File: src/rtl/router_switch_if.sv
// router_switch_if: five-port link bundle of the XY mesh router.
// Carries input FIFO heads and pops, output links and downstream occupancy.
interface router_switch_if #(
    parameter int DATASIZE = 40,
    parameter int WIDTH = 3
);
    logic [DATASIZE-1:0] N_data_in, E_data_in, S_data_in, W_data_in, L_data_in;
    logic N_valid_in, E_valid_in, S_valid_in, W_valid_in, L_valid_in;
    logic fifo_ready_N, fifo_ready_E, fifo_ready_S, fifo_ready_W, fifo_ready_L;
    logic [DATASIZE-1:0] N_data_out, E_data_out, S_data_out, W_data_out, L_data_out;
    logic N_valid_out, E_valid_out, S_valid_out, W_valid_out, L_valid_out;
    logic [WIDTH:0] N_pressure_in, E_pressure_in, S_pressure_in, W_pressure_in, L_pressure_in;

    modport master (
        output N_data_in, E_data_in, S_data_in, W_data_in, L_data_in,
        output N_valid_in, E_valid_in, S_valid_in, W_valid_in, L_valid_in,
        input  fifo_ready_N, fifo_ready_E, fifo_ready_S, fifo_ready_W, fifo_ready_L,
        input  N_data_out, E_data_out, S_data_out, W_data_out, L_data_out,
        input  N_valid_out, E_valid_out, S_valid_out, W_valid_out, L_valid_out,
        output N_pressure_in, E_pressure_in, S_pressure_in, W_pressure_in, L_pressure_in
    );

    modport slave (
        input  N_data_in, E_data_in, S_data_in, W_data_in, L_data_in,
        input  N_valid_in, E_valid_in, S_valid_in, W_valid_in, L_valid_in,
        output fifo_ready_N, fifo_ready_E, fifo_ready_S, fifo_ready_W, fifo_ready_L,
        output N_data_out, E_data_out, S_data_out, W_data_out, L_data_out,
        output N_valid_out, E_valid_out, S_valid_out, W_valid_out, L_valid_out,
        input  N_pressure_in, E_pressure_in, S_pressure_in, W_pressure_in, L_pressure_in
    );
endinterface

File: src/rtl/router_switch.sv
// router_switch: 5-port XY-routed mesh switch with per-output round-robin arbitration.
// Single-flit packets, registered outputs, credit check against downstream occupancy.
module router_switch #(
    parameter int DEPTH = 8,
    parameter int WIDTH = 3,
    parameter int DATASIZE = 40,
    parameter logic [1:0] X_ID = 2'd0,
    parameter logic [1:0] Y_ID = 2'd0
) (
    input logic fifo_clk,
    input logic rst_n,
    router_switch_if.slave bus
);
    localparam int NP = 5;
    typedef enum logic [2:0] {P_N, P_E, P_S, P_W, P_L} port_t;

    logic [DATASIZE-1:0] din [NP];
    logic [DATASIZE-1:0] dout [NP];
    logic [WIDTH:0] prs [NP];
    logic [NP-1:0] vin, vout, rdy, room, hit;
    logic [NP-1:0] req [NP];
    logic [NP-1:0] gnt [NP];
    logic [2:0] sel [NP];
    logic [2:0] ptr [NP];

    function automatic logic [2:0] route(input logic [3:0] a);
        port_t p;
        p = (a[3:2] > X_ID) ? P_E :
            (a[3:2] < X_ID) ? P_W :
            (a[1:0] > Y_ID) ? P_N :
            (a[1:0] < Y_ID) ? P_S : P_L;
        return p;
    endfunction

    function automatic logic [2:0] wrap(input int v);
        return (v >= NP) ? 3'(v - NP) : 3'(v);
    endfunction

    assign din[0] = bus.N_data_in;
    assign din[1] = bus.E_data_in;
    assign din[2] = bus.S_data_in;
    assign din[3] = bus.W_data_in;
    assign din[4] = bus.L_data_in;
    assign vin = {bus.L_valid_in, bus.W_valid_in, bus.S_valid_in, bus.E_valid_in, bus.N_valid_in};
    assign prs[0] = bus.N_pressure_in;
    assign prs[1] = bus.E_pressure_in;
    assign prs[2] = bus.S_pressure_in;
    assign prs[3] = bus.W_pressure_in;
    assign prs[4] = bus.L_pressure_in;

    assign bus.fifo_ready_N = rdy[0];
    assign bus.fifo_ready_E = rdy[1];
    assign bus.fifo_ready_S = rdy[2];
    assign bus.fifo_ready_W = rdy[3];
    assign bus.fifo_ready_L = rdy[4];
    assign bus.N_valid_out = vout[0];
    assign bus.E_valid_out = vout[1];
    assign bus.S_valid_out = vout[2];
    assign bus.W_valid_out = vout[3];
    assign bus.L_valid_out = vout[4];
    assign bus.N_data_out = dout[0];
    assign bus.E_data_out = dout[1];
    assign bus.S_data_out = dout[2];
    assign bus.W_data_out = dout[3];
    assign bus.L_data_out = dout[4];

    // The flit currently on the link still lands downstream, so it counts against the space.
    always_comb begin
        for (int o = 0; o < NP; o++) begin
            room[o] = ({1'b0, prs[o]} + (WIDTH + 2)'(vout[o])) < (WIDTH + 2)'(DEPTH);
            for (int i = 0; i < NP; i++) req[o][i] = vin[i] && (route(din[i][3:0]) == 3'(o));
        end
    end

    // Scanning from farthest to nearest leaves the first requester at or after ptr selected.
    always_comb begin
        for (int o = 0; o < NP; o++) begin
            hit[o] = 1'b0;
            sel[o] = '0;
            for (int k = NP - 1; k >= 0; k--) begin
                if (room[o] && req[o][wrap(int'(ptr[o]) + k)]) begin
                    hit[o] = 1'b1;
                    sel[o] = wrap(int'(ptr[o]) + k);
                end
            end
            gnt[o] = hit[o] ? (NP'(1) << sel[o]) : '0;
        end
    end

    always_comb begin
        rdy = '0;
        for (int o = 0; o < NP; o++) rdy = rdy | gnt[o];
        rdy = rst_n ? rdy : '0;
    end

    always_ff @(posedge fifo_clk or negedge rst_n) begin
        if (!rst_n) begin
            vout <= '0;
            for (int o = 0; o < NP; o++) begin
                dout[o] <= '0;
                ptr[o] <= P_N;
            end
        end else begin
            for (int o = 0; o < NP; o++) begin
                vout[o] <= hit[o];
                if (hit[o]) begin
                    dout[o] <= din[sel[o]];
                    ptr[o] <= wrap(int'(sel[o]) + 1);
                end
            end
        end
    end
endmodule

File: src/flat_wrapper.sv
// flat-port wrapper written by rule: the top's interface ports become plain ports
module router_switch_flat 
#(
    parameter int DEPTH = 8,
    parameter int WIDTH = 3,
    parameter int DATASIZE = 40,
    parameter logic [1:0] X_ID = 2'd0,
    parameter logic [1:0] Y_ID = 2'd0
)
  (fifo_clk, rst_n, bus_N_data_in, bus_E_data_in, bus_S_data_in, bus_W_data_in, bus_L_data_in, bus_N_valid_in, bus_E_valid_in, bus_S_valid_in, bus_W_valid_in, bus_L_valid_in, bus_fifo_ready_N, bus_fifo_ready_E, bus_fifo_ready_S, bus_fifo_ready_W, bus_fifo_ready_L, bus_N_data_out, bus_E_data_out, bus_S_data_out, bus_W_data_out, bus_L_data_out, bus_N_valid_out, bus_E_valid_out, bus_S_valid_out, bus_W_valid_out, bus_L_valid_out, bus_N_pressure_in, bus_E_pressure_in, bus_S_pressure_in, bus_W_pressure_in, bus_L_pressure_in);
  router_switch_if #(.DATASIZE(DATASIZE), .WIDTH(WIDTH)) bus_i ();
  input logic fifo_clk;
  input logic rst_n;
  input wire logic [$bits(bus_i.N_data_in)-1:0] bus_N_data_in;
  input wire logic [$bits(bus_i.E_data_in)-1:0] bus_E_data_in;
  input wire logic [$bits(bus_i.S_data_in)-1:0] bus_S_data_in;
  input wire logic [$bits(bus_i.W_data_in)-1:0] bus_W_data_in;
  input wire logic [$bits(bus_i.L_data_in)-1:0] bus_L_data_in;
  input wire logic [$bits(bus_i.N_valid_in)-1:0] bus_N_valid_in;
  input wire logic [$bits(bus_i.E_valid_in)-1:0] bus_E_valid_in;
  input wire logic [$bits(bus_i.S_valid_in)-1:0] bus_S_valid_in;
  input wire logic [$bits(bus_i.W_valid_in)-1:0] bus_W_valid_in;
  input wire logic [$bits(bus_i.L_valid_in)-1:0] bus_L_valid_in;
  output wire logic [$bits(bus_i.fifo_ready_N)-1:0] bus_fifo_ready_N;
  output wire logic [$bits(bus_i.fifo_ready_E)-1:0] bus_fifo_ready_E;
  output wire logic [$bits(bus_i.fifo_ready_S)-1:0] bus_fifo_ready_S;
  output wire logic [$bits(bus_i.fifo_ready_W)-1:0] bus_fifo_ready_W;
  output wire logic [$bits(bus_i.fifo_ready_L)-1:0] bus_fifo_ready_L;
  output wire logic [$bits(bus_i.N_data_out)-1:0] bus_N_data_out;
  output wire logic [$bits(bus_i.E_data_out)-1:0] bus_E_data_out;
  output wire logic [$bits(bus_i.S_data_out)-1:0] bus_S_data_out;
  output wire logic [$bits(bus_i.W_data_out)-1:0] bus_W_data_out;
  output wire logic [$bits(bus_i.L_data_out)-1:0] bus_L_data_out;
  output wire logic [$bits(bus_i.N_valid_out)-1:0] bus_N_valid_out;
  output wire logic [$bits(bus_i.E_valid_out)-1:0] bus_E_valid_out;
  output wire logic [$bits(bus_i.S_valid_out)-1:0] bus_S_valid_out;
  output wire logic [$bits(bus_i.W_valid_out)-1:0] bus_W_valid_out;
  output wire logic [$bits(bus_i.L_valid_out)-1:0] bus_L_valid_out;
  input wire logic [$bits(bus_i.N_pressure_in)-1:0] bus_N_pressure_in;
  input wire logic [$bits(bus_i.E_pressure_in)-1:0] bus_E_pressure_in;
  input wire logic [$bits(bus_i.S_pressure_in)-1:0] bus_S_pressure_in;
  input wire logic [$bits(bus_i.W_pressure_in)-1:0] bus_W_pressure_in;
  input wire logic [$bits(bus_i.L_pressure_in)-1:0] bus_L_pressure_in;
  assign bus_i.N_data_in = bus_N_data_in;
  assign bus_i.E_data_in = bus_E_data_in;
  assign bus_i.S_data_in = bus_S_data_in;
  assign bus_i.W_data_in = bus_W_data_in;
  assign bus_i.L_data_in = bus_L_data_in;
  assign bus_i.N_valid_in = bus_N_valid_in;
  assign bus_i.E_valid_in = bus_E_valid_in;
  assign bus_i.S_valid_in = bus_S_valid_in;
  assign bus_i.W_valid_in = bus_W_valid_in;
  assign bus_i.L_valid_in = bus_L_valid_in;
  assign bus_fifo_ready_N = bus_i.fifo_ready_N;
  assign bus_fifo_ready_E = bus_i.fifo_ready_E;
  assign bus_fifo_ready_S = bus_i.fifo_ready_S;
  assign bus_fifo_ready_W = bus_i.fifo_ready_W;
  assign bus_fifo_ready_L = bus_i.fifo_ready_L;
  assign bus_N_data_out = bus_i.N_data_out;
  assign bus_E_data_out = bus_i.E_data_out;
  assign bus_S_data_out = bus_i.S_data_out;
  assign bus_W_data_out = bus_i.W_data_out;
  assign bus_L_data_out = bus_i.L_data_out;
  assign bus_N_valid_out = bus_i.N_valid_out;
  assign bus_E_valid_out = bus_i.E_valid_out;
  assign bus_S_valid_out = bus_i.S_valid_out;
  assign bus_W_valid_out = bus_i.W_valid_out;
  assign bus_L_valid_out = bus_i.L_valid_out;
  assign bus_i.N_pressure_in = bus_N_pressure_in;
  assign bus_i.E_pressure_in = bus_E_pressure_in;
  assign bus_i.S_pressure_in = bus_S_pressure_in;
  assign bus_i.W_pressure_in = bus_W_pressure_in;
  assign bus_i.L_pressure_in = bus_L_pressure_in;
  router_switch #(.DEPTH(DEPTH), .WIDTH(WIDTH), .DATASIZE(DATASIZE), .X_ID(X_ID), .Y_ID(Y_ID)) u_core (.fifo_clk(fifo_clk), .rst_n(rst_n), .bus(bus_i));
endmodule
File: config.mk
export PLATFORM = sky130hd
export DESIGN_NAME = router_switch_flat
export DESIGN_NICKNAME = d
export VERILOG_FILES = /design/src/rtl/router_switch_if.sv /design/src/rtl/router_switch.sv /design/src/flat_wrapper.sv
export SDC_FILE = /design/constraint.sdc
export NUM_CORES = 1
export LEC_CHECK = 0
export ABC_AREA = 1
export CAP_MARGIN = 10
export CORE_AREA = 5 5 167 169
export DETAILED_ROUTE_END_ITERATION = 10
export DIE_AREA = 0 0 172 174
export DONT_BUFFER_PORTS = 1
export PLACE_DENSITY_LB_ADDON = 0.12
export REMOVE_ABC_BUFFERS = 1
export SLEW_MARGIN = 0
export SYNTH_ARGS = -nofsm -noshare
export SYNTH_HDL_FRONTEND = slang
export SYNTH_SLANG_ARGS = --single-unit
File: constraint.sdc
create_clock -name fifo_clk -period 4.2 [get_ports fifo_clk]
set_clock_uncertainty 0.15 [all_clocks]
set_input_delay 0.63 -clock fifo_clk [delete_from_list [all_inputs] [get_ports fifo_clk]]
set_output_delay 0.63 -clock fifo_clk [all_outputs]
set_load 0.02 [all_outputs]
# --- Yosys cells after proc, flatten, opt, wreduce, memory -nomap -nowiden ---
# Cells that the tools add are included.
totals:
  ff_bits: 220
  latchBits: 0
  ramBits: 0
  romBits: 0
  in_bits: 227
  mem_count: 0
op_classes:
  addsub: 60
  n_mul: 0
  div_mod_pow: 0
  order_cmp: 85
  eq_ne: 20
  n_shift: 5
  n_mux: 171
  bitwise_logic: 9
  reduce_logical: 55
ops:
  columns: ["cell", "count"]
  rows:
  - ["$bmux 40 s3", 5]
  - ["$mux 40", 10]
  - ["$mux 3", 75]
  - ["$ge 4x3->1 const B", 25]
  - ["$lt 3x4->1 const B", 25]
  - ["$sub 3x3->3 const B", 30]
  - ["$bmux 1 s3", 25]
  - ["$logic_and 1x1->1", 50]
  - ["$mux 1", 50]
  - ["$add 3x1->4 const B", 10]
  - ["$add 3x2->4 const B", 10]
  - ["$eq 3x2->1 const B", 10]
  - ["$mux 5", 6]
  - ["$add 4x1->5", 5]
  - ["$lt 5x4->1 const B", 5]
  - ["$shl 1x3->5 const A", 5]
  - ["$add 3x3->4 const B", 5]
  - ["$ge 4x4->1 const B", 5]
  - ["$gt 2x1->1 const B", 10]
  - ["$lt 2x1->1 const B", 10]
  - ["$not 3->4", 5]
  - ["$or 5x5->5", 4]
  - ["$eq 3x1->1 const B", 5]
  - ["$eq 3x3->1 const B", 5]
  - ["other kinds (2)", 10]

# --- Logic depth before layout (Yosys ltp) ---
# Gate-level depths: netlist of the first run.
depth:
  ltp_word: 22
  mapped_depth: 32
  ltp_nobuf: 30

# --- Worst setup path before layout of the first run ---
# OpenSTA, ideal clock, no wires.
synth_timing:
  path_kind: "flip-flop to output port"
  from: "register u_core.ptr[9] (netlist name)"
  to: "output port bus_fifo_ready_S"
  t_arrival_ns: 3.182
  t_required_ns: 3.420
  path_slack_ns: 0.238
  path_stages_with_launch: 24
  n_path_buf: 3
  path_cell_list: "dfrtp_1 -> buf_2 -> inv_4 -> ha_1 -> inv_1 -> fa_1 -> inv_1 -> nand2_1 -> xor2_1 -> nand2_1 -> o21bai_1 -> nand3_1 -> nand3_1 -> nand2_1 -> nand2_2 -> nand2_4 -> inv_2 -> buf_6 -> buf_6 -> ha_1 -> nand3_1 -> nand2_1 -> nor2_1 -> nor2_1"
synth_via:
  elab_chain_cells: 18
synth_lines:
  columns: ["item", "line_no", "text"]
  rows:
  - ["start: declaration", "router_switch.sv:24", "logic [2:0] ptr [NP];"]
  - ["start signal: indexed assignment", "router_switch.sv:108", "ptr[o] <= wrap(int'(sel[o]) + 1);"]
  - ["$add 3x3->4", "router_switch.sv:81, router_switch.sv:83", null]
  - ["$ge 4x3->1 or $sub 3x3->3 (tied branches)", "router_switch.sv:36", "return (v >= NP) ? 3'(v - NP) : 3'(v);"]
  - ["$mux 3", "router_switch.sv:36", null]
  - ["$bmux 1 s3", "router_switch.sv:81", "if (room[o] && req[o][wrap(int'(ptr[o]) + k)]) begin"]
  - ["$mux 1 (implied by the code)", "router_switch.sv:81", null]
  - ["$logic_and 1x1->1", "router_switch.sv:81", null]
  - ["$mux 3 (5 in series)", "router_switch.sv:81", null]
  - ["$shl 1x3->5", "router_switch.sv:86", "gnt[o] = hit[o] ? (NP'(1) << sel[o]) : '0;"]
  - ["$mux 5 (*)", "router_switch.sv:86", null]
  - ["$or 5x5->5 (*) (4 in series)", "router_switch.sv:92", "for (int o = 0; o < NP; o++) rdy = rdy | gnt[o];"]
  - ["$mux 5 (*)", "router_switch.sv:93", "rdy = rst_n ? rdy : '0;"]
  - ["end: declaration", "flat_wrapper.sv:26", "output wire logic [$bits(bus_i.fifo_ready_S)-1:0] bus_fifo_ready_S;"]
# Every way passes the cells marked *; elsewhere a longest branch is shown, timed or not. The select of a mux whose other input is x is not followed.

# --- Final worst setup path of the first run ---
layout_timing:
  from: "register u_core.ptr[10] (netlist name)"
  to: "output port bus_fifo_ready_E"
layout_via:
  elab_chain_cells: 18
layout_lines:
  columns: ["item", "line_no", "text"]
  rows:
  - ["$add 3x3->4", "router_switch.sv:81, router_switch.sv:83", null]
  - ["$ge 4x3->1 or $sub 3x3->3 (tied branches)", "router_switch.sv:36", null]
  - ["$mux 3", "router_switch.sv:36", null]
  - ["$bmux 1 s3", "router_switch.sv:81", null]
  - ["$mux 1 (implied by the code)", "router_switch.sv:81", null]
  - ["$logic_and 1x1->1", "router_switch.sv:81", null]
  - ["$mux 3 (5 in series)", "router_switch.sv:81", null]
  - ["$shl 1x3->5", "router_switch.sv:86", null]
  - ["$mux 5 (*)", "router_switch.sv:86", null]
  - ["$or 5x5->5 (*) (4 in series)", "router_switch.sv:92", null]
  - ["$mux 5 (*)", "router_switch.sv:93", null]
  - ["end: declaration", "flat_wrapper.sv:25", "output wire logic [$bits(bus_i.fifo_ready_E)-1:0] bus_fifo_ready_E;"]
# Marks and branches as above.

==> results.json, run 1 <==
{
  "outcome": "complete, no violations",
  "drive_gt1_frac": 0.0967,
  "crit_type": "register to primary output",
  "fillers": 2654,
  "clock_latency_ns": 0.43,
  "cts.path.max_buffers": 2,
  "r2r_start": "u_core.ptr[10]$_DFFE_PN0P_",
  "grt_pass1_vias": 15027,
  "cpPeakStageDelay_ns": 0.44,
  "htreeDepth": 4,
  "drcViolationCount": 0,
  "cp-start-kind": "register",
  "rows": 60,
  "core_um2": 26400,
  "ios": 437,
  "r2r_cells": 20,
  "clockRootBuffer": "clkbuf_16",
  "synth_edf_count": 0,
  "critical_path.max_fanout": 8,
  "seq_area_frac_synth": 0.226,
  "hold_path_class": "input port to asynchronous set/reset pin",
  "worstMarginPinSlew_ns": 1.15,
  "crit_path_end_kind": "primary output",
  "crit_chain": "buf_4 -> fa_2 -> inv_1 -> nand2_4 -> inv_2 -> nand2_1 -> nand2_2 -> nand2_1 -> nand3_1 -> nand3_2 -> nand3_2 -> nand3_1 -> nand2_1 -> nand2_1 -> nand2_4 -> inv_2 -> ha_1 -> nand3_1 -> nand2_1 -> nor2_2 -> nor2_2 -> buf_4",
  "clk_pin_slew_ns": 0.06,
  "r2r_end": "u_core.bus.E_data_out[33]$_DFFE_PN0P_",
  "arrival_ns": 3.35,
  "hold_viol": 0,
  "numCtsBuffers": 17,
  "rsz0062_at_grt": "true",
  "setup_viol": 0,
  "seq_area_um2": 3310,
  "period_share": 0.982,
  "drt-total-wl_um": 53400,
  "gr-total-overflow": 0,
  "synthesis.area_um2": 14600,
  "die_h_um": 174,
  "syn_inst": 2596,
  "dpl_cell_area_um2": 14500,
  "area.growth.synth_to_final_pct": 6.67,
  "dp_hpwl_um": 35900,
  "synthArstFlopShare": 1.00,
  "crit_slowest_cell": "dfrtp_2",
  "fin_hold_ws_ns": 0.0496,
  "relSlewSlack": 0.232,
  "fin_util": 0.589,
  "cap_violations": 0,
  "multiInputGateArea_um2": 9010,
  "vias": 16039,
  "drtAntennaViolNets": 0,
  "max_freq_mhz": 242,
  "critPathBufInv": 5,
  "dieWidth_um": 172,
  "fin_nets": 2841,
  "yosys_warnings": 0,
  "cpLargestDelayFamily": "simple AND/OR/NAND/NOR gates",
  "grt_first_pass_wirelength_um": 81600,
  "grt_max_degree": 133,
  "synth-seq-cells": 132,
  "routed_via_density": 5.48,
  "cts.sinks": 132,
  "io_buffers": 0,
  "crit_path_frequent_cell": "nand2_1",
  "crit_cells": 22,
  "final_area_um2": 15600,
  "r2r_slack_ns": 0.34,
  "first_pass_iters": 8,
  "slew_violations": 0,
  "grt.total_usage": 0.341,
  "routabilityCongestion": 0.909,
  "finalWorstPathRequiredPeriod_ns": 4.13,
  "drt_iter0_drc": 1637,
  "die_area_um2": 29900,
  "drt-wirelength-per-cell_um": 18.2,
  "worst_ep_required_time_ns": 3.42,
  "antenna_found_initial": 1,
  "avgSynthCellArea_um2": 5.62,
  "ys.flop_type": "dfrtp_1",
  "cts_tree": "built",
  "ys_types": 44,
  "initial_core_util": 0.552
}
## per-stage QoR
| step | cells | setup slack (ns) | setup TNS (ns) |
|---|---|---|---|
| final | 2926 | 0.0744 | 0 |
| after global routing | 2926 | -0.193 | -0.652 |
| after CTS | 2907 | -0.0277 | -0.0277 |
| after detailed placement | 2866 | 0.155 | 0 |
| after global placement | 2866 | 0.212 | 0 |
| after floorplan | 2474 | -0.855 | -5.65 |
## registers in the layout, summed over array words and instances (netlist names)
name / flops
u_core.bus.E_data_out: 40
u_core.bus.L_data_out: 40
u_core.bus.N_data_out: 40
u_core.ptr: 9
u_core.vout: 3
## how the worst max path moves through the flow
stage | startpoint | end | slack, ns
floorplan | u_core.ptr[12]$_DFFE_PN0N_ | bus_fifo_ready_S | -0.85
global placement | u_core.ptr[10]$_DFFE_PN0P_ | u_core.bus.E_data_out[19]$_DFFE_PN0P_ | 0.21
detailed placement | u_core.ptr[10]$_DFFE_PN0P_ | u_core.bus.E_data_out[7]$_DFFE_PN0P_ | 0.15
CTS | u_core.ptr[1]$_DFFE_PN0P_ | bus_fifo_ready_W | -0.03
global route | u_core.ptr[12]$_DFFE_PN0N_ | bus_fifo_ready_N | -0.19
finish | u_core.ptr[10]$_DFFE_PN0P_ | bus_fifo_ready_E | 0.07
## synth_stat cells, types with 3 or more instances
master	n	area (um2)
nand2_1	1098	4120
nand3_1	401	2010
inv_1	391	1470
dfrtp_1	132	3300
o21ai_0	100	500
buf_4	91	683
buf_2	73	365
nor2_1	40	150
ha_1	39	488
o21ai_1	39	195
inv_2	30	113
clkbuf_1	23	86.3
nand4_1	22	138
a21oi_1	16	80.1
buf_6	14	158
nand2_2	11	68.8
nand3_2	10	100
nand3b_1	10	75.1
xnor2_1	6	52.6
xor2_1	6	52.6
a21oi_2	4	35.0
nand2_4	4	45.0
or2_1	4	25.0
fa_1	3	60.1
o211ai_1	3	22.5
## per-layer routing
metal,up-vias,track usage,part of all wire
li1,7744,-,-
met5,-,0,0
met1,7233,0.433,0.38
met2,904,0.547,0.47
met3,158,0.0962,0.11
met4,0,0.136,0.041
## cell usage in the layout, fill, tap and decap left out, types with 3 or more instances in the layout
cell / n
nand3_2: 18
xor2_1: 5
ha_1: 29
o21ai_2: 3
xnor2_2: 3
clkinvlp_4: 5
inv_6: 4
o211ai_1: 3
nand2_2: 25
buf_4: 75
clkbuf_16: 17
inv_2: 32
nand3_1: 392
dfrtp_1: 127
nand2_4: 10
ha_2: 6
o21ai_0: 100
inv_1: 384
a21oi_2: 5
nor2_1: 36
o21ai_1: 37
nand3b_1: 10
inv_4: 6
xnor2_1: 3
conb_1: 82
or2_1: 3
nand2_1: 1078
dfrtp_2: 5
a21oi_1: 13
ha_4: 4
nand4_1: 22
nor2_2: 5
fa_2: 3
## final cells by class
type | instances | area share
inverters | 424 | 0.103
diodes | 1 | 0.000161
well taps | 341 | 0.0274
multi-input cells | 1918 | 0.579
repair buffers | 79 | 0.0407
clock buffers | 18 | 0.0276
clock inverters | 13 | 0.00957
flip-flops and latches | 132 | 0.213
## worst reg2reg max path: cells and delay by family (launching register included)
kind            cells  cell delay, ns
compound gates      1            0.92
fa+ha+maj           1            0.40
buf+inv             4            0.74
flops               1            0.44
simple gates       14            1.17
## cells by family after synthesis
group                    after synthesis  synth area share
adder cells (fa/ha/maj)               42            0.0376
AO/OA/AOI/OAI                        175            0.0641
other                                  1          0.000257
buffers and inverters                627             0.198
XOR/XNOR                              14           0.00943
AND/OR/NAND/NOR                     1605             0.464
flip-flops                           132             0.226
## repair_timing
action | in CTS | in global routing
setup buffers | 9 | 18
hold buffers | 1 | 0
setup endpoints to repair | 5 | 37
gates resized for setup | 24 | 61
hold endpoints to repair | 132 | 0
pin swaps | 7 | 21
Power of run 1 is left out: the tool's default activity adds up to more than one toggle a clock period on the data nets, which glitch-free logic cannot reach.
==> run 2, diff against run 1 <==
--- a/config.mk
+++ b/config.mk
@@ -13,6 +13,7 @@
 export DONT_BUFFER_PORTS = 1
 export PLACE_DENSITY_LB_ADDON = 0.12
 export REMOVE_ABC_BUFFERS = 1
+export SETUP_SLACK_MARGIN = 0.4
 export SLEW_MARGIN = 0
 export SYNTH_ARGS = -nofsm -noshare
 export SYNTH_HDL_FRONTEND = slang
==> results.json, run 2 (synthesis gave the netlist of run 1 again) <==
{
  "arrival_ns": 3.36,
  "rsz0062_at_grt": "true",
  "die_area_um2": 29900,
  "drcViolationCount": 0,
  "cts_tree": "built",
  "fin_ws_ns": 0.0609,
  "hold_viol": 132,
  "violations": "negative hold slack",
  "final_common_cell": "nand2_1",
  "final_cells": 2947,
  "finalWorstPathRequiredPeriod_ns": 4.14,
  "routabilityCongestion": 0.909,
  "relSlewSlack": 0.335,
  "antenna_found_initial": 1,
  "slew_violations": 0,
  "dp_hpwl_um": 35900,
  "post-place-ws_ns": 0.155,
  "rows": 60,
  "fillers": 2572,
  "drt-total-wl_um": 55000,
  "setup_viol": 0,
  "first_pass_iters": 6,
  "drt_iter0_drc": 1569,
  "hold_path_class": "input port to asynchronous set/reset pin",
  "period_share": 0.985,
  "clk_pin_slew_ns": 0.06,
  "fin_hold_ws_ns": -0.258,
  "cp-start-kind": "register",
  "fin_nets": 2862,
  "vias": 16350,
  "cts.sinks": 132,
  "r2r_cells": 25,
  "worstMarginPinSlew_ns": 0.998,
  "worst_ep_required_time_ns": 3.42,
  "cts.path.max_buffers": 2,
  "clock_latency_ns": 0.43,
  "crit_type": "register to primary output",
  "io_buffers": 0,
  "grt_max_degree": 135,
  "initial_core_util": 0.552,
  "max_freq_mhz": 242,
  "routed_via_density": 5.55,
  "ios": 437,
  "drt-wirelength-per-cell_um": 18.6,
  "placed_cells": 2866,
  "cap_violations": 0,
  "critical_path.max_fanout": 4,
  "outcome": "finished with violations",
  "die_h_um": 174,
  "area.growth.synth_to_final_pct": 9.83,
  "grt.total_usage": 0.346,
  "numCtsBuffers": 17,
  "grt_pass1_vias": 15324,
  "drtAntennaViolNets": 0,
  "dieWidth_um": 172,
  "clockRootBuffer": "clkbuf_16",
  "layout_common_cells": "nand2_1, nand3_1, inv_1, dfrtp_1, o21ai_0",
  "gr-total-overflow": 0,
  "core_um2": 26400,
  "drive_gt1_frac": 0.116,
  "crit_path_end_kind": "primary output",
  "grt_first_pass_wirelength_um": 82800,
  "fin_util": 0.607,
  "htreeDepth": 4
}
==> run 2: layout make-up <==
| class | count | area [um2] | share of cell area |
|---|---|---|---|
| inverter | 424 | 1620 | 0.101 |
| tap | 341 | 427 | 0.0266 |
| clock buffer | 18 | 429 | 0.0268 |
| timing repair buffer | 99 | 880 | 0.0549 |
| sequential | 132 | 3310 | 0.207 |
| clock inverter | 13 | 149 | 0.00929 |
| antenna | 1 | 2.50 | 0.000156 |
| multi-input combinational | 1919 | 9210 | 0.575 |
==> run 2: what timing repair did <==
item	in CTS	in global routing
cloned	0	2
pin swaps	46	40
setup buffers	40	7
hold endpoints to repair	132	132
endpoints found under the setup margin	55	84
resized for setup	96	65
==> run 2: critical path, cell delays in order (launching register included) <==
cell and delay [ns]:
dfrtp_1 0.42, inv_2 0.10, ha_4 0.14, inv_2 0.04
fa_2 0.36, inv_4 0.09, nand2_4 0.08, nand2_1 0.11
o21ai_4 0.08, inv_1 0.06, nand3_1 0.06, nand3_1 0.08
nand3_2 0.10, inv_2 0.10, nand2_1 0.05, nand2_1 0.09
nand2_2 0.07, nand2_4 0.07, nand2_4 0.06, buf_6 0.13
ha_4 0.15, inv_1 0.05, nor2_1 0.04, nor2_1 0.16
nor2_1 0.07, buf_4 0.16
==> run 2: final timing paths <==
| check | start | end | slack [ns] |
|---|---|---|---|
| max | u_core.ptr[0]$_DFFE_PN0P_ | bus_fifo_ready_S | 0.06 |
| min | rst_n | u_core.bus.L_data_out[4]$_DFFE_PN0P_ | -0.26 |
| max reg2reg | u_core.ptr[12]$_DFFE_PN0N_ | u_core.ptr[13]$_DFFE_PN0N_ | 0.58 |
| min reg2reg | u_core.ptr[10]$_DFFE_PN0P_ | u_core.ptr[10]$_DFFE_PN0P_ | 0.42 |
| max in group asynchronous | rst_n | u_core.bus.E_data_out[32]$_DFFE_PN0P_ | 3.97 |
| min in group fifo_clk | bus_L_data_in[2] | u_core.bus.E_data_out[2]$_DFFE_PN0P_ | 0.27 |
==> run 2: routing by layer <==
metal | track usage | wire [um]
met1 | 0.432 | 20400
met5 | 0 | 0
met3 | 0.101 | 6300
met2 | 0.557 | 25700
met4 | 0.140 | 2610
==> run 2: through the flow <==
step	setup TNS [ns]	cell area (um2)
floorplan	-5.65	13600
global placement	0	14500
detailed placement	0	14500
CTS	0	15700
global route	-0.448	16000
finish	0	16000
Power of run 2 is left out for the same reason.
==> run 3, diff against run 2 <==
--- a/config.mk
+++ b/config.mk
@@ -5,15 +5,15 @@
 export SDC_FILE = /design/constraint.sdc
 export NUM_CORES = 1
 export LEC_CHECK = 0
-export ABC_AREA = 1
 export CAP_MARGIN = 10
-export CORE_AREA = 5 5 167 169
+export CORE_AREA = 5 5 165 167
 export DETAILED_ROUTE_END_ITERATION = 10
-export DIE_AREA = 0 0 172 174
+export DIE_AREA = 0 0 170 172
 export DONT_BUFFER_PORTS = 1
 export PLACE_DENSITY_LB_ADDON = 0.12
 export REMOVE_ABC_BUFFERS = 1
 export SETUP_SLACK_MARGIN = 0.4
+export SKIP_CTS_REPAIR_TIMING = 1
 export SLEW_MARGIN = 0
 export SYNTH_ARGS = -nofsm -noshare
 export SYNTH_HDL_FRONTEND = slang
==> results.json, run 3 <==
{
  "worstMarginPinSlew_ns": 0.687,
  "core_um2": 25600,
  "ys_top_cells_by_area": "dfrtp_1, mux2i_1, buf_4, a22oi_1, ha_1",
  "fin_nets": 1713,
  "antenna_found_initial": 0,
  "finalWorstPathRequiredPeriod_ns": 4.62,
  "slew_violations": 0,
  "gr-total-overflow": 0,
  "placed_cells": 1722,
  "cap_violations": 0,
  "r2r_slack_ns": 0.18,
  "hold_path_class": "input port to asynchronous set/reset pin",
  "drcViolationCount": 0,
  "dpl_cell_area_um2": 13400,
  "fillers": 2204,
  "cts.sinks": 132,
  "final_area_um2": 15200,
  "die_area_um2": 29200,
  "avgSynthCellArea_um2": 9.50,
  "crit_slowest_cell": "fa_2",
  "cts.path.max_buffers": 2,
  "routabilityCongestion": 0.946,
  "period_share": 1.10,
  "clk_pin_slew_ns": 0.07,
  "layout_common_cells": "mux2i_1, buf_4, dfrtp_1, nand2_1, conb_1",
  "max_freq_mhz": 217,
  "synth_edf_count": 0,
  "rows": 59,
  "vias": 12074,
  "initial_core_util": 0.492,
  "fin_ws_ns": -0.415,
  "first_pass_iters": 8,
  "yosys.cell_count.top_type": "mux2i_1",
  "rsz0062_at_grt": "true",
  "cpLargestDelayFamily": "compound AO/OA/AOI/OAI gates",
  "ys_types": 99,
  "critPathBufInv": 6,
  "drtAntennaViolNets": 0,
  "synth_largest_area_cell": "dfrtp_1",
  "grt.total_usage": 0.305,
  "r2r_cells": 18,
  "die_h_um": 172,
  "dp_hpwl_um": 33900,
  "crit_path_end_kind": "primary output",
  "io_buffers": 0,
  "drive_gt1_frac": 0.279,
  "synth_top_area_frac": 0.262,
  "ys.flop_type": "dfrtp_1",
  "cts_tree": "built",
  "grt_pass1_vias": 11643,
  "r2r_start": "u_core.ptr[12]$_DFFE_PN0N_",
  "cpPeakStageDelay_ns": 0.41,
  "crit_chain": "inv_2 -> ha_4 -> inv_2 -> fa_2 -> a21oi_4 -> xnor2_2 -> mux2_2 -> a2bb2oi_4 -> buf_4 -> nand2_1 -> a211oi_2 -> o21a_2 -> buf_4 -> inv_2 -> ha_2 -> nand3_1 -> a31oi_1 -> buf_4",
  "worst_ep_required_time_ns": 3.42,
  "grt_max_degree": 134,
  "drt_iter0_drc": 1250,
  "synthArstFlopShare": 1.00,
  "outcome": "finished with violations",
  "r2r_end": "u_core.ptr[13]$_DFFE_PN0N_",
  "arrival_ns": 3.84,
  "fin_hold_ws_ns": -0.253,
  "setup_viol": 5,
  "multiInputGateArea_um2": 8960,
  "final_cells": 1792,
  "relSlewSlack": 0.542,
  "ios": 437,
  "numCtsBuffers": 17,
  "seq_area_frac_synth": 0.262,
  "synth-seq-cells": 132,
  "dieWidth_um": 170,
  "htreeDepth": 4,
  "seq_area_um2": 3310,
  "routed_via_density": 6.74,
  "synthesis.area_um2": 12600,
  "antenna_cells": 0,
  "violations": "negative hold slack, negative setup slack",
  "critical_path.max_fanout": 4,
  "final_common_cell": "mux2i_1",
  "yosys_warnings": 0,
  "area.growth.synth_to_final_pct": 20.5,
  "drt-wirelength-per-cell_um": 27.9,
  "synth_common_cells": "mux2i_1, dfrtp_1, buf_4",
  "hold_viol": 132,
  "syn_inst": 1326,
  "cp-start-kind": "register",
  "drt-total-wl_um": 50000,
  "clockRootBuffer": "clkbuf_16",
  "crit_type": "register to primary output",
  "clock_latency_ns": 0.43,
  "grt_first_pass_wirelength_um": 70100
}
## run 3: changes by cell type in the layout (fill, tap and decap cells not counted), moves of 75 or more
cell     delta
nand2_1   -982
nand3_1   -369
inv_1     -362
mux2i_1   +211
o21ai_0    -80
buf_4      +76
a22oi_1    +75
## run 3: worst max-delay path by stage
stage / start / endpoint / cells after the start
detailed placement: u_core.ptr[1]$_DFFE_PN0P_ / bus_fifo_ready_W / 14
global route: u_core.ptr[0]$_DFFE_PN0P_ / bus_fifo_ready_S / 18
CTS: u_core.ptr[1]$_DFFE_PN0P_ / bus_fifo_ready_W / 14
floorplan: u_core.ptr[0]$_DFFE_PN0P_ / bus_fifo_ready_W / 16
global placement: u_core.ptr[10]$_DFFE_PN0P_ / bus_fifo_ready_W / 13
finish: u_core.ptr[0]$_DFFE_PN0P_ / bus_fifo_ready_E / 18
## run 3: cells by family after synthesis
logic type | count (synthesis) | share of synthesized area
other | 1 | 0.000298
XOR/XNOR | 23 | 0.0178
flip-flops | 132 | 0.262
adder cells (fa/ha/maj) | 42 | 0.0435
AND/OR/NAND/NOR | 275 | 0.115
multiplexers | 228 | 0.184
AO/OA/AOI/OAI | 416 | 0.271
buffers and inverters | 209 | 0.105
## run 3: per-layer routing
layer | track usage | vias to the layer above | wire (um) | share of wire
met1 | 0.384 | 5886 | 18500 | 0.37
met4 | 0.103 | 0 | 1720 | 0.034
met5 | 0 | - | 0 | 0
li1 | - | 5277 | - | -
met2 | 0.497 | 784 | 23600 | 0.47
met3 | 0.102 | 127 | 6220 | 0.12
## run 3: worst register-to-register path, delay by kind of cell (launching register included)
kind,cells,cell delay [ns]
AOI/OAI and AO/OA,4,0.91
xor gates and xnor gates,2,0.34
adders and majority gates,3,0.70
buffers and inverters,4,0.40
DFF,1,0.39
muxes,2,0.52
and+or+nand+nor,3,0.49
## run 3: final cells by class
| type | count | area share |
|---|---|---|
| repair buffers | 189 | 0.115 |
| flip-flops and latches | 132 | 0.218 |
| multi-input cells | 1067 | 0.591 |
| clock inverters | 15 | 0.00998 |
| well taps | 335 | 0.0276 |
| inverters | 37 | 0.0106 |
| clock buffers | 17 | 0.0280 |
## run 3: through the flow
step	worst slack, ns	hold slack [ns]	setup TNS (ns)	utilization
5_1_grt	-0.548	-0.274	-2.27	0.592
2_1_floorplan	-2.08	0.184	-171.99	-
6_report	-0.415	-0.253	-1.60	0.592
4_1_cts	-0.652	-0.278	-6.16	0.546
3_3_place_gp	-0.0488	0.187	-0.195	0.523
3_5_place_dp	-0.154	0.188	-2.77	0.523
Power of run 3 is left out for the same reason.
